File: config.mk
export PLATFORM = sky130hd
export DESIGN_NAME = counter_int_ctrl
export DESIGN_NICKNAME = d
export VERILOG_FILES = /design/src/rtl/counter_int_pkg.sv /design/src/rtl/counter_int_sync.sv /design/src/rtl/counter_int_ctrl.sv
export SDC_FILE = /design/constraint.sdc
export NUM_CORES = 1
export LEC_CHECK = 0
export CAP_MARGIN = 20
export CORE_MARGIN = 2
export CORE_UTILIZATION = 25
export DETAILED_ROUTE_END_ITERATION = 8
export DONT_BUFFER_PORTS = 1
export SLEW_MARGIN = 40
export SYNTH_ARGS = -nofsm -noshare
export SYNTH_HDL_FRONTEND = slang
export SYNTH_SLANG_ARGS = --single-unit
File: constraint.sdc
create_clock -name i_pclk -period 2.92 [get_ports i_pclk]
set_input_delay 0.584 -clock i_pclk [delete_from_list [all_inputs] [get_ports i_pclk]]
set_output_delay 0.584 -clock i_pclk [all_outputs]
set_load 0.005 [all_outputs]
File: src/rtl/counter_int_pkg.sv
// Shared types and widths for the counter interrupt aggregation stage.
package counter_int_pkg;

    localparam int EVT_CNT_W  = 8;
    localparam int COAL_TMR_W = 16;

    typedef enum logic [1:0] {
        IDLE   = 2'd0,
        ACCUM  = 2'd1,
        ASSERT = 2'd2
    } state_e;

endpackage

File: src/rtl/counter_int_sync.sv
// Two-flop synchroniser for a vector of level sources, plus a third stage
// that flags the cycle in which each synchronised bit rises.
module counter_int_sync #(
    parameter int W = 8
) (
    input  logic         i_clk,
    input  logic         i_rst,
    input  logic [W-1:0] i_d,
    output logic [W-1:0] o_rise
);

    logic [W-1:0] s1_q, s2_q, s3_q;
    logic [W-1:0] s1_d, s2_d, s3_d;

    always_comb begin
        s1_d = i_d;
        s2_d = s1_q;
        s3_d = s2_q;
    end

    always_ff @(posedge i_clk) begin
        if (i_rst) begin
            s1_q <= '0;
            s2_q <= '0;
            s3_q <= '0;
        end else begin
            s1_q <= s1_d;
            s2_q <= s2_d;
            s3_q <= s3_d;
        end
    end

    assign o_rise = s2_q & ~s3_q;

endmodule

File: src/rtl/counter_int_ctrl.sv
// Aggregates per-counter interrupt sources into sticky status, a masked view,
// a first-pending index and a single coalesced CPU interrupt line.
module counter_int_ctrl
    import counter_int_pkg::*;
#(
    parameter int COUNTER_NUM = 4,
    parameter int IDX_W       = $clog2(COUNTER_NUM*8)
) (
    input  logic                     i_pclk,
    input  logic                     i_prst,
    input  logic [COUNTER_NUM*8-1:0] i_int_src,
    input  logic [COUNTER_NUM*8-1:0] i_int_en,
    input  logic [COUNTER_NUM*8-1:0] i_int_clr,
    input  logic [COUNTER_NUM*8-1:0] i_int_set,
    input  logic [7:0]               i_coal_thresh,
    input  logic [15:0]              i_coal_timeout,
    input  logic                     i_irq_ack,
    output logic [COUNTER_NUM*8-1:0] o_raw_status,
    output logic [COUNTER_NUM*8-1:0] o_status,
    output logic [COUNTER_NUM-1:0]   o_counter_summary,
    output logic                     o_first_valid,
    output logic [IDX_W-1:0]         o_first_idx,
    output logic [EVT_CNT_W-1:0]     o_event_cnt,
    output logic                     o_irq
);

    localparam int N = COUNTER_NUM * 8;

    logic [N-1:0]            rise;
    logic [N-1:0]            raw_q, raw_d;
    logic [EVT_CNT_W-1:0]    cnt_q, cnt_d;
    logic [COAL_TMR_W-1:0]   tmr_q, tmr_d;
    state_e                  state_q, state_d;
    logic                    irq_q, irq_d;
    logic                    status_any;
    logic                    new_evt;
    logic                    timed_out;

    counter_int_sync #(.W(N)) u_sync (
        .i_clk  (i_pclk),
        .i_rst  (i_prst),
        .i_d    (i_int_src),
        .o_rise (rise)
    );

    assign o_status   = raw_q & i_int_en;
    assign status_any = |o_status;

    always_comb begin
        o_counter_summary = '0;
        for (int c = 0; c < COUNTER_NUM; c++) begin
            o_counter_summary[c] = |o_status[c*8 +: 8];
        end
    end

    // Scan from the top so the lowest set bit is the last one written.
    always_comb begin
        o_first_idx = '0;
        for (int k = N - 1; k >= 0; k--) begin
            if (o_status[k]) begin
                o_first_idx = IDX_W'(k);
            end
        end
    end

    always_comb begin
        // A new event in the same cycle as its clear survives.
        raw_d   = (raw_q & ~i_int_clr) | rise | i_int_set;
        new_evt = |(raw_d & ~raw_q & i_int_en);

        cnt_d = cnt_q;
        if (i_irq_ack) begin
            cnt_d = '0;
        end else if (new_evt && (cnt_q != '1)) begin
            cnt_d = cnt_q + 1'b1;
        end

        tmr_d = '0;
        if (state_q == ACCUM) begin
            tmr_d = (tmr_q == '1) ? tmr_q : tmr_q + 1'b1;
        end

        timed_out = (i_coal_timeout != 16'd0) && (tmr_q == i_coal_timeout - 16'd1);

        state_d = state_q;
        case (state_q)
            IDLE: begin
                if (status_any) begin
                    state_d = (i_coal_thresh <= 8'd1) ? ASSERT : ACCUM;
                end
            end
            ACCUM: begin
                if (!status_any) begin
                    state_d = IDLE;
                end else if ((cnt_q >= i_coal_thresh) || timed_out) begin
                    state_d = ASSERT;
                end
            end
            ASSERT: begin
                if (i_irq_ack || !status_any) begin
                    state_d = IDLE;
                end
            end
            default: state_d = IDLE;
        endcase

        irq_d = (state_d == ASSERT);
    end

    always_ff @(posedge i_pclk) begin
        if (i_prst) begin
            raw_q   <= '0;
            cnt_q   <= '0;
            tmr_q   <= '0;
            state_q <= IDLE;
            irq_q   <= 1'b0;
        end else begin
            raw_q   <= raw_d;
            cnt_q   <= cnt_d;
            tmr_q   <= tmr_d;
            state_q <= state_d;
            irq_q   <= irq_d;
        end
    end

    assign o_raw_status  = raw_q;
    assign o_first_valid = status_any;
    assign o_event_cnt   = cnt_q;
    assign o_irq         = irq_q;

endmodule

* After elaboration in Yosys (flattened, before gate mapping)
Index checks and enable logic that the tools add are counted.
** Word-level totals
- Register bits :: 155
- Output and inout port bits :: 83
** Operators by class
- Add/subtract/negate cells :: 3
- $lt $le $gt $ge :: 2
- Equality and inequality tests :: 6
- Mux-type cells :: 38
- Bitwise logic cells :: 11
- Reduce and logical (&&, ||, !) cells :: 15
** Operators with widths (number)
- $and 32x32->32 :: 5
- $mux 5 :: 32
- $not 32->32 :: 3
- $or 32x32->32 :: 2
- $reduce_or 32->1 :: 2
- $reduce_or 8->1 :: 4
- $add 16x1->16 const B :: 1
- $eq 16x16->1 :: 1
- $eq 16x16->1 const B :: 1
- $reduce_bool 16->1 :: 1
- $sub 16x1->16 const B :: 1
- $mux 2 :: 5
- $add 8x1->8 const B :: 1
- $ge 8x8->1 :: 1
- $le 8x1->1 const B :: 1
- $ne 8x8->1 const B :: 1
- $pmux 2 s3 :: 1
- $eq 2x2->1 const B :: 2
- $reduce_or 2->1 :: 2
- $eq 2x1->1 const B :: 1
- $logic_and 1x1->1 :: 2
- $logic_not 2->1 :: 1
- $logic_or 1x1->1 :: 2
- $logic_not 1->1 :: 1
- $not 1->1 :: 1

* Longest topological paths before layout
- Depth in word-level cells :: 33
- Mapped depth :: 10
- Mapped depth without buffers :: 9

* Cells and area by module
Synthesis repeated with hierarchy kept, for this count alone.
** Unflattened totals
- Cells, all modules :: 787
- Area total of the unflattened synthesis :: 6890.4 µm²
** Modules (own cells, without submodules)
- counter_int_ctrl :: times used 1, cells each 553, area each 4090.2 µm², seq. area each 1181.1 µm²
- counter_int_sync :: times used 1, cells each 234, area each 2800.2 µm², seq. area each 1921.8 µm²

* Least setup slack after synthesis
OpenSTA, ideal clock, no wires.
- Path type :: input to register
- Start :: input port i_coal_timeout[3]
- End :: register state_q[0]
- Library setup time :: 0.119 ns
- Arrival :: 2.136 ns
- Required time :: 2.801 ns
- Path slack :: 0.665 ns
- Stages on the path :: 7
- Buffers on the path :: 0
- Cells stage by stage :: or4_4 -> nor4_4 -> a21oi_1 -> or3b_1 -> o311ai_2 -> and4_1 -> o31ai_2
** Between the ends
- Cells in the longest elaborated chain, start to end :: 7
- Elaborated cells between the ends (all ways) :: 8
- Those cells by class :: add/sub (1); eq/ne (1); mux (3); reduce/logical (3)
** Ends and longest elaborated chain
- start: declaration :: line counter_int_ctrl.sv:16 : input logic [15:0] i_coal_timeout,
- $sub 16x1->16 :: line counter_int_ctrl.sv:83 : timed_out = (i_coal_timeout != 16'd0) && (tmr_q == i_coal_timeout - 16'd1);
- $eq 16x16->1 :: line counter_int_ctrl.sv:83
- $logic_and 1x1->1 (*) :: line counter_int_ctrl.sv:83
- $logic_or 1x1->1 (*) :: line counter_int_ctrl.sv:95 : end else if ((cnt_q >= i_coal_thresh) || timed_out) begin
- $mux 2 (*) :: line counter_int_ctrl.sv:95
- $mux 2 (*) :: line counter_int_ctrl.sv:93 : if (!status_any) begin
- $pmux 2 s3 (*) :: line counter_int_ctrl.sv:86 : case (state_q)
- end signal: assignment :: line counter_int_ctrl.sv:121 : state_q <= state_d;
- end: declaration :: line counter_int_ctrl.sv:33 : state_e state_q, state_d;
Every way passes the cells marked *; elsewhere a longest branch is shown, timed or not.
A chain may end at the register's enable or synchronous reset.

* Worst setup path in the final report
- Start :: register raw_q[28], in the netlist o_raw_status[28]
- End :: output port o_first_idx[1]
** Between the ends
- Cells in the longest elaborated chain, start to end :: 30
** Ends and longest elaborated chain
- start: declaration :: line counter_int_ctrl.sv:30 : logic [N-1:0] raw_q, raw_d;
- start signal: assignment :: line counter_int_ctrl.sv:118 : raw_q <= raw_d;
- $and 32x32->32 :: line counter_int_ctrl.sv:46 : assign o_status = raw_q & i_int_en;
- $mux 5 (29 in series) :: line counter_int_ctrl.sv:60 : if (o_status[k]) begin
- end: declaration :: line counter_int_ctrl.sv:22 : output logic [IDX_W-1:0] o_first_idx,
No other way between the ends.

==> flow_metrics.env <==
export IMPL_drv_slew=0
export IMPL_synth_seq_cells=155
export IMPL_required_ns=2.34
export IMPL_final_util_pct=29.0
export IMPL_path_clk_slew_ns=0.07
export IMPL_clock_latency_ns=0.42
export IMPL_pre_cts_ws_ns=0.389
export IMPL_cts_buffer_depth=2
export IMPL_synth_ff_type="dfxtp_1"
export IMPL_remaining_drc_errors=0
export IMPL_critPathCaptureType="output port"
export IMPL_yosysMostFrequentCell="nor2b_1"
export IMPL_crit_end="o_first_idx[1]"
export IMPL_yosysTopAreaCell="dfxtp_1"
export IMPL_layout_setup_ws_ns=0.169
export IMPL_totalWireLength_um=21700
export IMPL_cts_tree="yes"
export IMPL_ys_seq_area_share_pct=44.5
export IMPL_slew_headroom_pct=51.6
export IMPL_dp_hpwl_um=17300
export IMPL_leakagePower_nw=3.10
export IMPL_grt_overflow=0
export IMPL_synth_nets=947
export IMPL_fin_nets=948
export IMPL_setup_viol=0
export IMPL_syn_area_sq_um=6970
export IMPL_syn_to_final_growth_pct=15.0
export IMPL_firstDrtPassIters=4
export IMPL_skew_ns=0.0101
export IMPL_async_reset_ff_share_pct=0
export IMPL_p_per_area_nw_per_um2=621
export IMPL_cts_root_buffer="clkbuf_16"
export IMPL_postCtsSetupRepairBufs=0
export IMPL_htreeDepth=4
export IMPL_rr_startpoint="tmr_q[2]"
export IMPL_grt_pass1_vias=5305
export IMPL_ys_warn_count=0
export IMPL_worstSetupPathType="flip-flop to output port"
export IMPL_core_area_sq_um=27600
export IMPL_pin_count=238
export IMPL_crit_path_start_kind="flip-flop"
export IMPL_routedWlPerCell_um=18.4
export IMPL_drtIter0Drc=265
export IMPL_tns_ns=0
export IMPL_finalCriticalPeriod_ns=2.75
export IMPL_num_vias=5470
export IMPL_drive_gt1_share_pct=7.42
export IMPL_worst_pin_slew_ns=0.718
export IMPL_die_w_um=171
export IMPL_synth_top_area_share_pct=44.5
export IMPL_synthTopCellsByArea="dfxtp_1 (44%), nor2b_1 (15%), o31a_1 (3.1%), o21ai_0 (2.6%), a21oi_1 (2.5%)"
export IMPL_syn_inst=781
export IMPL_clock_fmax_mhz=364
export IMPL_antenna_found_initial=10
export IMPL_finalHoldViolCount=0
export IMPL_fp_dieH_um=171
export IMPL_cp_startpoint="o_raw_status[28]"
export IMPL_period_share_pct=94.2
export IMPL_postCtsHoldBufs=0
export IMPL_r2r_end="tmr_q[11]"
export IMPL_arrival_ns=2.17
export IMPL_grt_pass1_wl_um=30700
export IMPL_synth_avg_cell_area_sq_um=8.93
export IMPL_vdd_ir_drop_max_v=0.000352
export IMPL_cap_violations=0
export IMPL_r2r_slack_ns=0.56
export IMPL_vias_per_cell=4.65
export IMPL_n_fill_cell=2968
export IMPL_gr_usage_all_layers_pct=14.3
export IMPL_fp_row_count=61
export IMPL_synth_edf_count=0
export IMPL_numCtsBuffers=17
export IMPL_hold_class="primary input to flip-flop"
export IMPL_clkSinkCount=155
export IMPL_gp_congestion=0.813
export IMPL_crit_fanout=5
export IMPL_rsz0062_at_grt="no"
export IMPL_ant_nets=0
export IMPL_synthTopCellsByCount="nor2b_1 (169), dfxtp_1 (155), inv_1 (44)"
export IMPL_portBuffers=0
export IMPL_hold_path_cell_count=1
export IMPL_die_area_sq_um=29200
export IMPL_outcome="completed"
export IMPL_grt_max_degree=111
export IMPL_r2r_cells=7
export IMPL_synth_cell_types=65
export IMPL_initial_core_util_pct=25.2
==> power by group <==
part	internal, mW	leakage, nW	total (mW)	switching [mW]
Clock	1.24	0.304	2.28	1.04
Sequential	2.21	1.28	2.28	0.0778
Combinational	0.186	1.52	0.414	0.228
Total	3.64	3.10	4.98	1.35
==> worst max-delay path: stages, from the launching register on <==
cell      delay (ns)
dfxtp_1         0.40
a22oi_1         0.11
buf_4           0.16
a21oi_1         0.16
o211ai_1        0.12
a311oi_2        0.32
o21ai_0         0.18
a21oi_1         0.17
o21ai_1         0.10
==> per-layer routing <==
| layer | track usage [%] | wire, um | vias to the layer above |
|---|---|---|---|
| met5 | 0 | 37 | - |
| met4 | 4.72 | 549 | 6 |
| met3 | 6.06 | 2180 | 40 |
| met2 | 25.2 | 10300 | 245 |
| met1 | 15.5 | 8640 | 2479 |
| li1 | - | - | 2700 |
==> cell usage in the layout (no fill, tap or decap), drive strengths merged, types with 4 or more instances in the layout <==
master and count:
nor2b 169, dfxtp 155, inv 51, nand2 45, o21ai 39, nor2 38
a21oi 36, o31a 25, nand2b 19, clkbuf 17, xor2 16, and2 15
a22oi 14, nand4 14, xnor2 13, nand3 12, ha 11, nor4 11
o2111ai 8, nor3 7, clkinv 7, buf 6, a31oi 5, diode 4
o211ai 4, and3 4, mux2i 4, or2 4
==> cells by family (layout without fill, tap and decap cells) <==
group	after synthesis	in the layout	synth area share, %
multiplexers	5	5	0.736
AND/OR/NAND/NOR	355	355	29.7
other	0	4	0
adder cells (fa/ha/maj)	11	11	1.97
AO/OA/AOI/OAI	158	158	15.4
flip-flops	155	155	44.5
buffers and inverters	68	82	4.02
XOR/XNOR	29	29	3.64
==> through the flow <==
| step | power [mW] | cells | area, sq um | hold slack (ns) |
|---|---|---|---|---|
| CTS | 5.07 | 1173 | 8010 | 0.200 |
| floorplan | 2.63 | 781 | 6970 | 0.414 |
| finish | 4.98 | 1177 | 8020 | 0.237 |
| detailed placement | 2.75 | 1141 | 7380 | 0.421 |
| global route | 5.23 | 1174 | 8020 | 0.211 |
| global placement | 2.74 | 1141 | 7380 | 0.416 |
==> cell type report <==
| class | instances | area [sq um] | share of cell area, % |
|---|---|---|---|
| antenna | 4 | 10.0 | 0.125 |
| clock buffer | 17 | 425 | 5.30 |
| clock inverter | 15 | 200 | 2.50 |
| inverter | 44 | 165 | 2.06 |
| multi-input combinational | 558 | 3600 | 44.9 |
| sequential | 155 | 3100 | 38.7 |
| tap | 378 | 473 | 5.90 |
| timing repair buffer | 6 | 45.0 | 0.561 |
==> flip-flops by register name (all words and copies together), names as in the netlist <==
signal and count:
o_raw_status 32, o_irq 1, u_sync.s1_q 32, u_sync.s2_q 32, tmr_q 16, state_q 2, u_sync.s3_q 32, o_event_cnt 8
==> worst min-delay path by stage <==
stage | start | to | slack [ns]
finish | i_prst | u_sync.s1_q[12] | 0.24
global route | i_prst | u_sync.s1_q[14] | 0.21
CTS | i_prst | o_raw_status[7] | 0.20
detailed placement | u_sync.s1_q[29] | u_sync.s2_q[29] | 0.42
global placement | u_sync.s1_q[25] | u_sync.s2_q[25] | 0.42
floorplan | u_sync.s1_q[0] | u_sync.s2_q[0] | 0.41
==> repair_timing <==
action / CTS / global route
setup endpoints to repair: 0 / 1
hold endpoints to repair: 0 / 0
gates resized for setup: 0 / 2
No activity file was read; power rests on OpenSTA's default activity.
